File: src/rtl/trigger_scheduler_if.sv
// trigger_scheduler_if: register-file read port and command port of the trigger scheduler.
// The master modport is the scheduler's view; slave is the register file / bus master side.
interface trigger_scheduler_if #(
  parameter int unsigned DATA_WIDTH = 32
) ();
  logic                  reg_rd_en;
  logic                  reg_rd_valid;
  logic [DATA_WIDTH-1:0] rd_trig_s1_config;
  logic [DATA_WIDTH-1:0] rd_trig_s2_config;
  logic [DATA_WIDTH-1:0] rd_trig_s3_config;
  logic [DATA_WIDTH-1:0] rd_trig_s4_config;
  logic                  mst_o_valid;
  logic [DATA_WIDTH-1:0] mst_o_data;
  logic [1:0]            mst_o_src;
  logic                  mst_i_ready;

  modport master (
    output reg_rd_en,
    input  reg_rd_valid,
    input  rd_trig_s1_config,
    input  rd_trig_s2_config,
    input  rd_trig_s3_config,
    input  rd_trig_s4_config,
    output mst_o_valid,
    output mst_o_data,
    output mst_o_src,
    input  mst_i_ready
  );

  modport slave (
    input  reg_rd_en,
    output reg_rd_valid,
    output rd_trig_s1_config,
    output rd_trig_s2_config,
    output rd_trig_s3_config,
    output rd_trig_s4_config,
    input  mst_o_valid,
    input  mst_o_data,
    input  mst_o_src,
    output mst_i_ready
  );
endinterface

File: src/rtl/trigger_scheduler.sv
// trigger_scheduler: turns rising edges on four trigger lines into bus commands,
// granting pending sources round-robin and fetching each source's config word.
// Optional fetch timeout (o_err pulse) is enabled by defining TRIG_SCHED_TIMEOUT_EN.
module trigger_scheduler #(
  parameter int unsigned DATA_WIDTH     = 32,
  parameter int unsigned TIMEOUT_CYCLES = 16
) (
  input  logic                i_clk,
  input  logic                i_rstn,
  input  logic [3:0]          i_trig,
  trigger_scheduler_if.master bus,
  output logic                o_busy,
  output logic                o_err
);

  typedef enum logic [1:0] {ST_IDLE, ST_FETCH, ST_ISSUE} state_e;

  state_e                state_q, state_d;
  logic [3:0]            trig_q, trig_d;
  logic [3:0]            pending_q, pending_d;
  logic [3:0]            pend_clr;
  logic [1:0]            last_grant_q, last_grant_d;
  logic [1:0]            sel_q, sel_d;
  logic [1:0]            rr_idx, rr_cand;
  logic                  rr_found;
  logic [DATA_WIDTH-1:0] cfg_q, cfg_d, cfg_sel;

  if (TIMEOUT_CYCLES == 0) begin : g_bad_timeout
    $error("trigger_scheduler: TIMEOUT_CYCLES must be nonzero");
  end

`ifdef TRIG_SCHED_TIMEOUT_EN
  localparam int unsigned CNT_W = (TIMEOUT_CYCLES > 1) ? $clog2(TIMEOUT_CYCLES) : 1;
  localparam logic [CNT_W-1:0] CNT_LAST = CNT_W'(TIMEOUT_CYCLES - 1);
  logic [CNT_W-1:0] to_cnt_q, to_cnt_d;
  logic             err_q, err_d;
`endif

  // State and datapath registers, all asynchronously cleared.
  always_ff @(posedge i_clk or negedge i_rstn) begin
    if (!i_rstn) begin
      state_q      <= ST_IDLE;
      trig_q       <= '0;
      pending_q    <= '0;
      last_grant_q <= 2'd3;
      sel_q        <= '0;
      cfg_q        <= '0;
`ifdef TRIG_SCHED_TIMEOUT_EN
      to_cnt_q     <= '0;
      err_q        <= 1'b0;
`endif
    end else begin
      state_q      <= state_d;
      trig_q       <= trig_d;
      pending_q    <= pending_d;
      last_grant_q <= last_grant_d;
      sel_q        <= sel_d;
      cfg_q        <= cfg_d;
`ifdef TRIG_SCHED_TIMEOUT_EN
      to_cnt_q     <= to_cnt_d;
      err_q        <= err_d;
`endif
    end
  end

  // Round-robin search: first pending source after last_grant, wrapping 3 -> 0.
  always_comb begin
    rr_found = 1'b0;
    rr_idx   = '0;
    rr_cand  = '0;
    for (int unsigned k = 1; k <= 4; k++) begin
      rr_cand = last_grant_q + 2'(k);
      if (!rr_found && pending_q[rr_cand]) begin
        rr_found = 1'b1;
        rr_idx   = rr_cand;
      end
    end
  end

  // Config word of the currently selected source.
  always_comb begin
    case (sel_q)
      2'd0:    cfg_sel = bus.rd_trig_s1_config;
      2'd1:    cfg_sel = bus.rd_trig_s2_config;
      2'd2:    cfg_sel = bus.rd_trig_s3_config;
      default: cfg_sel = bus.rd_trig_s4_config;
    endcase
  end

  // Next-state logic; pending set from a new edge overrides a same-cycle clear.
  always_comb begin
    state_d      = state_q;
    trig_d       = i_trig;
    sel_d        = sel_q;
    cfg_d        = cfg_q;
    last_grant_d = last_grant_q;
    pend_clr     = '0;
`ifdef TRIG_SCHED_TIMEOUT_EN
    err_d        = 1'b0;
`endif
    case (state_q)
      ST_IDLE: begin
        if (rr_found) begin
          sel_d   = rr_idx;
          state_d = ST_FETCH;
        end
      end
      ST_FETCH: begin
        if (bus.reg_rd_valid) begin
          cfg_d = cfg_sel;
          if (cfg_sel == '0) begin
            pend_clr[sel_q] = 1'b1;
            last_grant_d    = sel_q;
            state_d         = ST_IDLE;
          end else begin
            state_d = ST_ISSUE;
          end
        end
`ifdef TRIG_SCHED_TIMEOUT_EN
        else if (to_cnt_q == CNT_LAST) begin
          pend_clr[sel_q] = 1'b1;
          last_grant_d    = sel_q;
          err_d           = 1'b1;
          state_d         = ST_IDLE;
        end
`endif
      end
      ST_ISSUE: begin
        if (bus.mst_i_ready) begin
          pend_clr[sel_q] = 1'b1;
          last_grant_d    = sel_q;
          state_d         = ST_IDLE;
        end
      end
      default: state_d = ST_IDLE;
    endcase
    pending_d = (pending_q & ~pend_clr) | (i_trig & ~trig_q);
`ifdef TRIG_SCHED_TIMEOUT_EN
    to_cnt_d  = (state_q == ST_FETCH && state_d == ST_FETCH) ? to_cnt_q + 1'b1 : '0;
`endif
  end

  // Outputs decoded from the state; command fields are zero outside ISSUE.
  always_comb begin
    bus.reg_rd_en   = (state_q == ST_FETCH);
    bus.mst_o_valid = (state_q == ST_ISSUE);
    bus.mst_o_data  = '0;
    bus.mst_o_src   = '0;
    if (state_q == ST_ISSUE) begin
      bus.mst_o_data = cfg_q;
      bus.mst_o_src  = sel_q;
    end
    o_busy = (state_q != ST_IDLE);
`ifdef TRIG_SCHED_TIMEOUT_EN
    o_err  = err_q;
`else
    o_err  = 1'b0;
`endif
  end

endmodule

File: src/flat_wrapper.sv
// flat-port wrapper written by rule: the top's interface ports become plain ports
module trigger_scheduler_flat 
#(
  parameter int unsigned DATA_WIDTH     = 32,
  parameter int unsigned TIMEOUT_CYCLES = 16
)
  (i_clk, i_rstn, i_trig, o_busy, o_err, bus_reg_rd_en, bus_reg_rd_valid, bus_rd_trig_s1_config, bus_rd_trig_s2_config, bus_rd_trig_s3_config, bus_rd_trig_s4_config, bus_mst_o_valid, bus_mst_o_data, bus_mst_o_src, bus_mst_i_ready);
  trigger_scheduler_if #(.DATA_WIDTH(DATA_WIDTH)) bus_i ();
  input  logic i_clk;
  input  logic i_rstn;
  input  logic [3:0] i_trig;
  output logic o_busy;
  output logic o_err;
  output wire logic [$bits(bus_i.reg_rd_en)-1:0] bus_reg_rd_en;
  input wire logic [$bits(bus_i.reg_rd_valid)-1:0] bus_reg_rd_valid;
  input wire logic [$bits(bus_i.rd_trig_s1_config)-1:0] bus_rd_trig_s1_config;
  input wire logic [$bits(bus_i.rd_trig_s2_config)-1:0] bus_rd_trig_s2_config;
  input wire logic [$bits(bus_i.rd_trig_s3_config)-1:0] bus_rd_trig_s3_config;
  input wire logic [$bits(bus_i.rd_trig_s4_config)-1:0] bus_rd_trig_s4_config;
  output wire logic [$bits(bus_i.mst_o_valid)-1:0] bus_mst_o_valid;
  output wire logic [$bits(bus_i.mst_o_data)-1:0] bus_mst_o_data;
  output wire logic [$bits(bus_i.mst_o_src)-1:0] bus_mst_o_src;
  input wire logic [$bits(bus_i.mst_i_ready)-1:0] bus_mst_i_ready;
  assign bus_reg_rd_en = bus_i.reg_rd_en;
  assign bus_i.reg_rd_valid = bus_reg_rd_valid;
  assign bus_i.rd_trig_s1_config = bus_rd_trig_s1_config;
  assign bus_i.rd_trig_s2_config = bus_rd_trig_s2_config;
  assign bus_i.rd_trig_s3_config = bus_rd_trig_s3_config;
  assign bus_i.rd_trig_s4_config = bus_rd_trig_s4_config;
  assign bus_mst_o_valid = bus_i.mst_o_valid;
  assign bus_mst_o_data = bus_i.mst_o_data;
  assign bus_mst_o_src = bus_i.mst_o_src;
  assign bus_i.mst_i_ready = bus_mst_i_ready;
  trigger_scheduler #(.DATA_WIDTH(DATA_WIDTH), .TIMEOUT_CYCLES(TIMEOUT_CYCLES)) u_core (.i_clk(i_clk), .i_rstn(i_rstn), .i_trig(i_trig), .bus(bus_i), .o_busy(o_busy), .o_err(o_err));
endmodule
File: config.mk
export PLATFORM = sky130hd
export DESIGN_NAME = trigger_scheduler_flat
export DESIGN_NICKNAME = d
export VERILOG_FILES = /design/src/rtl/trigger_scheduler_if.sv /design/src/rtl/trigger_scheduler.sv /design/src/flat_wrapper.sv
export SDC_FILE = /design/constraint.sdc
export NUM_CORES = 1
export LEC_CHECK = 0
export CAP_MARGIN = 20
export CORE_ASPECT_RATIO = 1.2
export CORE_MARGIN = 2
export CORE_UTILIZATION = 40
export CTS_BUF_LIST = sky130_fd_sc_hd__clkbuf_2
export CTS_CLUSTER_SIZE = 8
export DETAILED_ROUTE_END_ITERATION = 10
export PLACE_DENSITY = 0.81
export SLEW_MARGIN = 20
export SYNTH_ARGS = -nofsm -noshare
export SYNTH_HDL_FRONTEND = slang
export SYNTH_SLANG_ARGS = --single-unit
File: constraint.sdc
create_clock -name i_clk -period 2.65 [get_ports i_clk]
set_input_delay 0.53 -clock i_clk [delete_from_list [all_inputs] [get_ports i_clk]]
set_output_delay 0.53 -clock i_clk [all_outputs]
set_load 0.1 [all_outputs]
==> flow_summary.json <==
{
  "gp_congestion": 0.8605,
  "core_um2": 7317,
  "timing.rr.start": "u_core.sel_q[0]$_DFFE_PN0P_",
  "finalClockSkew_ps": 17.58,
  "rsz0062_at_grt": "true",
  "fmax_ghz": 0.3884,
  "power_density_nw_per_um2": 1076,
  "holdBufCountCts": 0,
  "setup.worst_path.start": "u_core.sel_q[0]$_DFFE_PN0P_",
  "synth_area_um2": 3058,
  "via_per_inst": 5.548,
  "setup_viol": 0,
  "endpoint": "u_core.pending_q[0]$_DFF_PN0_",
  "grtUsageTotal_pct": 23.86,
  "drv_slew": 0,
  "tightest_slew_ps": 685.2,
  "regArea_um2": 1155,
  "fin_crit_ps": 2575,
  "die-area_um2": 8363,
  "htree_levels": 2,
  "top_usage_layer": "met2",
  "row_count": 34,
  "final-hold-violation-count": 0,
  "crit_chain": "buf_12 > mux4_2 > nor4_2 > nand4_1 > nor4_1 > buf_4 > o31ai_1",
  "wl_per_cell_um": 19.45,
  "met1_usage_pct": 27.01,
  "r2r_setup_slack_ps": 80,
  "worstPathRequired_ps": 2990,
  "crit_fanout": 16,
  "synth-edff-count": 0,
  "synthArstFlopShare_pct": 100.0,
  "cts_made_buffers": 5,
  "tns_ps": 0,
  "drt-total-wl_um": 9899,
  "pin_count": 174,
  "root_buffer": "clkbuf_2",
  "yosysSeqAreaShare_pct": 37.73,
  "start_kind": "flip-flop",
  "start_util_pct": 41.79,
  "finalInstanceArea_um2": 5418,
  "hp-class": "primary input to asynchronous set/reset pin",
  "arrival_ps": 2910,
  "yosys_warnings": 0,
  "ant_nets": 0,
  "grt_pass1_vias": 3155,
  "worstSetupEndpointType": "flip-flop",
  "multiInputGateArea_um2": 1779,
  "max_cap_viol_count": 0,
  "p_total_mw": 5.829,
  "area_growth_pct": 77.17,
  "grt_first_pass_wirelength_um": 15680,
  "portBuffers": 172,
  "pre_cts_ws_ps": -178.9,
  "grt_max_degree": 33,
  "final_cell_mix": "clkdlybuf4s50_1, dfrtp_1, buf_12",
  "clkTransAtPathRegs_ps": 260,
  "critPathKind": "flip-flop to flip-flop",
  "post-dp-hpwl_um": 7922,
  "avgSynthCellArea_um2": 13.07,
  "cts_tree": "done",
  "cpPeakStageDelay_ps": 560,
  "fin_nets": 556,
  "drive_gt1_share_pct": 33.49,
  "crit_slowest_cell": "mux4_2",
  "p_leak_nw": 2.177,
  "die_height_um": 99.78,
  "overflow": 0,
  "r2r_end": "u_core.pending_q[0]$_DFF_PN0_",
  "cts.path.max_buffers": 2,
  "outcome": "completed",
  "drc_errors": 0,
  "clkLatencyLatePin_ps": 440,
  "final_common_cell": "clkdlybuf4s50_1",
  "gr-usage-met3_pct": 5.674,
  "fin_ws_ps": 75.14,
  "fin_crit_sh_pct": 97.16,
  "dpl_cell_area_um2": 5284,
  "drtIter0Drc": 113,
  "ir_worst_vdd_v": 0.0007827,
  "die_w_um": 83.82,
  "synth.net_count": 373,
  "ys_types": 40,
  "slew_headroom_pct": 54.32,
  "clock_sinks": 46,
  "antenna_found_initial": 0,
  "dr.pass1.iters": 4,
  "num_vias": 2824,
  "grt_use_met2_pct": 45.35,
  "ys_seq_elements": 46,
  "synthFlopType": "dfrtp_1",
  "ff2ff_path_depth": 7,
  "synthCells": 234,
  "fillers": 493
}
==> kinds of logic after synthesis <==
kind of cell | count (synthesis) | share of synthesized area, %
buffers and inverters | 30 | 5.932
flip-flops | 46 | 37.73
AO/OA/AOI/OAI | 25 | 5.810
multiplexers | 64 | 36.21
adder cells (fa/ha/maj) | 3 | 1.228
AND/OR/NAND/NOR | 65 | 12.97
other | 1 | 0.1226
==> routing by layer <==
metal | wire length, um | vias up
met5 | 0 | -
met1 | 3455 | 1398
met2 | 5507 | 143
li1 | - | 1264
met4 | 189 | 0
met3 | 747 | 19
==> cells in the mapped netlist (4+ instances only) <==
master,count,area (um^2)
o311ai_1,4,35.03
nand2_1,7,26.28
o31ai_1,4,30.03
nor4_1,9,56.30
dfrtp_1,44,1101
mux4_1,7,183.9
inv_1,14,52.55
mux2_2,32,360.4
a22oi_1,4,30.03
nor2_1,5,18.77
and2_1,32,200.2
mux4_2,25,563.0
a21oi_1,5,25.02
nor3_1,4,20.02
==> worst min path at each step <==
| stage | start | to | slack (ps) | cells after the start |
|---|---|---|---|---|
| 6_report | i_rstn | u_core.cfg_q[3]$_DFFE_PN0P_ | 50 | 1 |
| 3_5_place_dp | u_core.cfg_q[25]$_DFFE_PN0P_ | u_core.cfg_q[25]$_DFFE_PN0P_ | 490 | 1 |
| 3_3_place_gp | u_core.cfg_q[21]$_DFFE_PN0P_ | u_core.cfg_q[21]$_DFFE_PN0P_ | 480 | 1 |
| 2_1_floorplan | i_rstn | u_core.cfg_q[0]$_DFFE_PN0P_ | 230 | 0 |
| 5_1_grt | i_rstn | u_core.cfg_q[3]$_DFFE_PN0P_ | 40 | 1 |
| 4_1_cts | i_rstn | u_core.cfg_q[3]$_DFFE_PN0P_ | 50 | 1 |
==> timing repair <==
action	4_1_cts	5_1_grt
setup endpoints to repair	0	22
resized for setup	0	8
buffers inserted	0	2
==> registers in the layout (all words and copies together) (netlist names) <==
register and cells:
u_core.cfg_q 32, u_core.last_grant_q 2, u_core.pending_q 4, u_core.sel_q 2, u_core.state_q 2, u_core.trig_q 4
==> per-stage QoR <==
stage,utilization [%],hold slack [ps],cells
after floorplan,-,234.4,234
after global placement,72.21,478.4,498
after detailed placement,72.21,485.9,498
after CTS,73.17,48.04,506
after global routing,74.01,42.93,508
final,74.04,48.80,509
==> power breakdown <==
| group | switching [mW] | internal, mW | leakage (nW) |
|---|---|---|---|
| clock | 0.244 | 0.158 | 0.0352 |
| sequential | 0.173 | 1.02 | 0.528 |
| combinational | 2.39 | 1.84 | 1.61 |
==> layout make-up <==
type	count	area share [%]
clock inverters	3	0.8314
multi-input cells	158	32.84
flip-flops and latches	46	21.32
diodes	1	0.04619
inverters	15	1.039
well taps	90	2.079
clock buffers	5	0.4619
repair buffers	191	41.39
==> worst max-delay path: cells and delay by family (launching register included) <==
family                 cells  cell delay (ps)
AOI/OAI and AO/OA          1               80
buffers and inverters      2              360
DFF                        1              460
muxes                      1              560
and+or+nand+nor            3             1010
Note: power is estimated with default switching activity, not from simulation.
==> RTL change 1, RTL diff (config.mk and constraints unchanged) <==
Re-encode `state_e` (3 states) as one-hot, 3 bits wide.
--- a/src/rtl/trigger_scheduler.sv
+++ b/src/rtl/trigger_scheduler.sv
@@ -14,5 +14,5 @@
 );
 
-  typedef enum logic [1:0] {ST_IDLE, ST_FETCH, ST_ISSUE} state_e;
+  typedef enum logic [2:0] {ST_IDLE = 3'b001, ST_FETCH = 3'b010, ST_ISSUE = 3'b100} state_e;
 
   state_e                state_q, state_d;
Function: same outputs for any inputs over 10 cycles, from zero or initial values and one cycle with i_rstn low; not proved beyond that.
==> RTL change 1 against the unedited design <==
- first-iteration DRC count grew 1.8%
- area after synthesis grew 0.20%
- worst setup slack gained 21 ps
- critical path depth grew 2
- wire length grew 3.7%
- clock power shrank 25%
- power shrank 23%
- sequential cell count grew 1
- design area grew 2.4%
- combinational power shrank 29%
- fmax grew 0.82%
- sequential share of layout area is essentially flat
- critical path type unchanged
- largest power group unchanged
==> RTL change 1: results (changes against the unedited design) <==
drt-pass1-iter-count: 5  # +1
p_leak_nw: 2.395  # +10%
p_clk_share_pct: 6.7  # -0.2 points
status: "complete, no violations"
antennaDiodeCount: 0  # -1
regToRegSetupSlack_ps: 100  # +20 ps
p_comb_mw: 2.99  # -29%
p_total_mw: 4.465  # -23%
synthTopCellsByArea: "dfrtp_1 36%, mux4_1 16%, nand2_1 12%"
yosys.area_share.adder_pct: 0  # -1.2 points
postPlaceCellArea_um2: 5345  # +1.2%
slew_headroom_pct: 58.74  # +4.4 points
drt_iter0_drc: 115  # +1.8%
cts_resized: 5  # +5
dp_cells: 556  # +12%
avgRoutedWirePerCell_um: 17.95  # -7.7%
synth_cell_types: 35  # -13%
syn_area_per_cell_um2: 10.46  # -20%
power.internal_mw: 2.492  # -18%
synth_common_cells: "101 x nand2_1, 44 x dfrtp_1, 34 x and2_1, 19 x mux4_1, 13 x mux4_2"
grt_use_total_pct: 23.61  # -0.24 points
layout-drive-gt1-share_pct: 25.31  # -8.2 points
grt_max_degree: 48  # +45%
place_congestion: 0.8212  # -4.6%
routed_via_density: 5.271  # -5.0%
fin_cells: 572  # +12%
## RTL change 1: path summary, 6_finish.rpt
path                                  startpoint                endpoint  cells after the start
worst max-delay path             u_core.sel_q[0]  u_core.last_grant_q[0]                      9
worst min-delay path                      i_rstn         u_core.cfg_q[7]                      2
worst max register to register   u_core.sel_q[0]  u_core.last_grant_q[0]                      9
worst min register to register  u_core.trig_q[2]     u_core.pending_q[2]                      1
max in group asynchronous                 i_rstn         u_core.sel_q[0]                      2
min in group i_clk              u_core.trig_q[2]     u_core.pending_q[2]                      1
## RTL change 1: worst max-delay path, stage by stage (launching register included)
cell     delay [ps]
dfrtp_2         470
buf_12          140
buf_12          100
buf_6            90
mux4_2          540
nor4_4          230
nand4_1         230
o31ai_4         330
buf_6           170
mux2i_1         180
## RTL change 1: cell type report
class | count | area [um^2] | share of cell area (%)
clock buffers | 6 | 30.03 | 0.5413
clock inverters | 2 | 7.507 | 0.1353
inverters | 12 | 45.04 | 0.8119
multi-input cells | 214 | 1802 | 32.48
flip-flops and latches | 47 | 1181 | 21.29
well taps | 90 | 112.6 | 2.030
repair buffers | 201 | 2370 | 42.72
## RTL change 1: layer usage
metal / global-route usage [%] / part of all wire, % / routed length [um]
met5: 0 / 0 / 0
met4: 7.444 / 2.7 / 276
met3: 4.688 / 6.5 / 663
met2: 43.02 / 53 / 5468
met1: 28.16 / 38 / 3859
## RTL change 1: kinds of logic (layout without fill, tap and decap cells)
kind of cell | after synthesis | in the layout
flip-flops | 47 | 47
AND/OR/NAND/NOR | 157 | 157
other | 1 | 1
buffers and inverters | 32 | 221
AO/OA/AOI/OAI | 22 | 22
multiplexers | 34 | 34
==> RTL change 2, RTL diff (same flow settings) <==
Without the edit above. `DATA_WIDTH` is set to 32 in 3 places; all go to 28.
--- a/src/rtl/trigger_scheduler_if.sv
+++ b/src/rtl/trigger_scheduler_if.sv
@@ -2,5 +2,5 @@
 // The master modport is the scheduler's view; slave is the register file / bus master side.
 interface trigger_scheduler_if #(
-  parameter int unsigned DATA_WIDTH = 32
+  parameter int unsigned DATA_WIDTH = 28
 ) ();
   logic                  reg_rd_en;
--- a/src/rtl/trigger_scheduler.sv
+++ b/src/rtl/trigger_scheduler.sv
@@ -3,5 +3,5 @@
 // Optional fetch timeout (o_err pulse) is enabled by defining TRIG_SCHED_TIMEOUT_EN.
 module trigger_scheduler #(
-  parameter int unsigned DATA_WIDTH     = 32,
+  parameter int unsigned DATA_WIDTH     = 28,
   parameter int unsigned TIMEOUT_CYCLES = 16
 ) (
--- a/src/flat_wrapper.sv
+++ b/src/flat_wrapper.sv
@@ -2,5 +2,5 @@
 module trigger_scheduler_flat 
 #(
-  parameter int unsigned DATA_WIDTH     = 32,
+  parameter int unsigned DATA_WIDTH     = 28,
   parameter int unsigned TIMEOUT_CYCLES = 16
 )
Interface: changed (5 resized); port bits go from 174 to 154. No check against the original RTL was run, so the function may have changed too.
==> RTL change 2 against the unedited design <==
- the flow now finishes with violations (setup timing)
- design area decreased by 8.4%
- worst setup slack got worse by 160 ps
- area after synthesis decreased by 12%
- power decreased by 6.8%
- wire length decreased by 4.6%
- critical path depth increased by 1
- sequential cell count decreased by 4
- synthesized cell count decreased by 8.5%
- critical endpoint is now u_core.last_grant_q[0]
- largest power group unchanged
==> RTL change 2: results (changes against the unedited design) <==
slew_headroom_pct: 59.17  # +4.9 points
fin_cells: 468  # -8.1%
synth_cell_types: 35  # -13%
grt_pass1_vias: 2622  # -17%
crit_slowest_cell: "mux4_2"
layout-drive-gt1-share_pct: 36.81  # +3.3 points
routed_via_density: 5.451  # -1.8%
pre_cts_ws_ps: -491.2  # -312.3 ps
dp_cells: 452  # -9.2%
status: "finished, violations left"
grt_max_degree: 35  # +6.1%
port-buffer-count: 152  # -12%
fin_ws_ps: -83.99  # -159.1 ps
finalSetupViolCount: 6  # +6
min_path_type: "in -> async"
crit_fanout: 6  # -10
cts.path.max_buffers: 2  # unchanged
routed.top_layer: "met4"
antennaDiodeCount: 0  # -1
grt_use_total_pct: 25.67  # +1.8 points
final_nets: 505  # -9.2%
wirelength_um: 9445  # -4.6%
syn_area_per_cell_um2: 12.58  # -3.8%
wl_met2_um: 4936  # -10%
syn-num-nets: 337  # -9.7%
synth_common_cells: "40 x dfrtp_1, 30 x and2_1, 28 x mux2_2, 28 x mux4_2, 12 x nor2_1"
fin_tns_setup_ps: -281.1  # -281.1 ps
cts_max_level: 2  # unchanged
fin_skew_ps: 28.19  # +10.61 ps
ir_worst_vdd_mv: 0.7611  # -2.8%
top_regs: "u_core.cfg_q: 28 flops, u_core.pending_q: 4 flops, u_core.trig_q: 4 flops"
postSynth.asyncResetShare_pct: 100.0  # unchanged
path_delay_family: "simple AND/OR/NAND/NOR gates"
yosysSeqAreaShare_pct: 39.14  # +1.4 points
clock-root-buffer: "clkbuf_2"
synthTopCellsByArea: "dfrtp_1 37%, mux4_2 23%, mux2_2 12%"
cts_buffers: 5  # unchanged
met3_length_um: 762  # +2.0%
place_congestion: 0.8363  # -2.8%
cts.clk_slew.worst_paths_ps: 210  # -50 ps
dp_hpwl_um: 6915  # -13%
met1_length_um: 3599  # +4.2%
antenna_found_initial: 0  # unchanged
violations: "setup timing"
drt-pass1-iter-count: 4  # unchanged
drt_iter0_drc: 111  # -1.8%
grt_pass1_wl_um: 14360  # -8.4%
yosysWarnings: 0  # unchanged
p_leak_nw: 1.940  # -11%
crit_path_max_incr_delay_ps: 540  # -20 ps
fill_cells: 410  # -17%
startpoint: "u_core.sel_q[0]"
largest_reg_flops: 28  # -13%
insertion_delay_ps: 400  # -40 ps
[RTL change 2: per-layer routing]
metal  global-route usage, %  vias to the layer above
met5                       0                        -
met4                   5.747                        0
met3                   6.058                       17
met2                   45.23                      142
met1                   32.09                     1254
li1                        -                     1138
[RTL change 2: through the flow]
step / util (%) / area, um^2 / hold slack (ps)
final: 76.50 / 4962 / 105.5
after global routing: 76.50 / 4962 / 113.2
after CTS: 75.66 / 4907 / 127.1
after detailed placement: 72.30 / 4690 / 485.6
after global placement: 72.30 / 4690 / 478.9
after floorplan: - / 2694 / 234.4
[RTL change 2: final cells by class]
| cell class | count | share of cell area [%] |
|---|---|---|
| clock buffers | 8 | 0.8069 |
| inverters | 7 | 0.5295 |
| multi-input cells | 151 | 33.28 |
| flip-flops and latches | 42 | 21.26 |
| well taps | 85 | 2.143 |
| repair buffers | 175 | 41.98 |
[RTL change 2: repair_timing]
action                                 in CTS  in global routing
setup buffers                               5                  4
pin swaps                                   5                  3
resized for setup                          20                 10
gates cloned                                1                  0
endpoints found under the hold margin       0                  0
setup endpoints to repair                   6                  7
[RTL change 2: path summary, 6_finish.rpt]
kind | to | slack, ps | cells after the start
worst max-delay path | u_core.last_grant_q[0] | -80 | 8
worst min-delay path | u_core.cfg_q[2] | 110 | 1
worst max register to register | u_core.last_grant_q[0] | -80 | 8
worst min register to register | u_core.cfg_q[11] | 520 | 1
max in group asynchronous | u_core.cfg_q[4] | 1900 | 2
min in group i_clk | u_core.cfg_q[11] | 520 | 1
[RTL change 2: power by group]
part	internal [mW]	switching, mW	total [mW]	leakage, nW
clock	0.0778	0.201	0.279	0.0332
sequential	0.932	0.177	1.11	0.482
combinational	1.83	2.22	4.04	1.42
total	2.84	2.59	5.43	1.94
[RTL change 2: cell families (layout without fill, tap and decap cells)]
logic type / after synthesis / count (layout) / synth area share (%)
fa+ha+maj: 3 / 3 / 1.395
mux: 59 / 59 / 36.68
other cells: 1 / 1 / 0.1393
compound gates: 19 / 19 / 4.231
simple gates: 69 / 69 / 14.32
buf+inv: 21 / 190 / 4.091
flops: 42 / 42 / 39.14
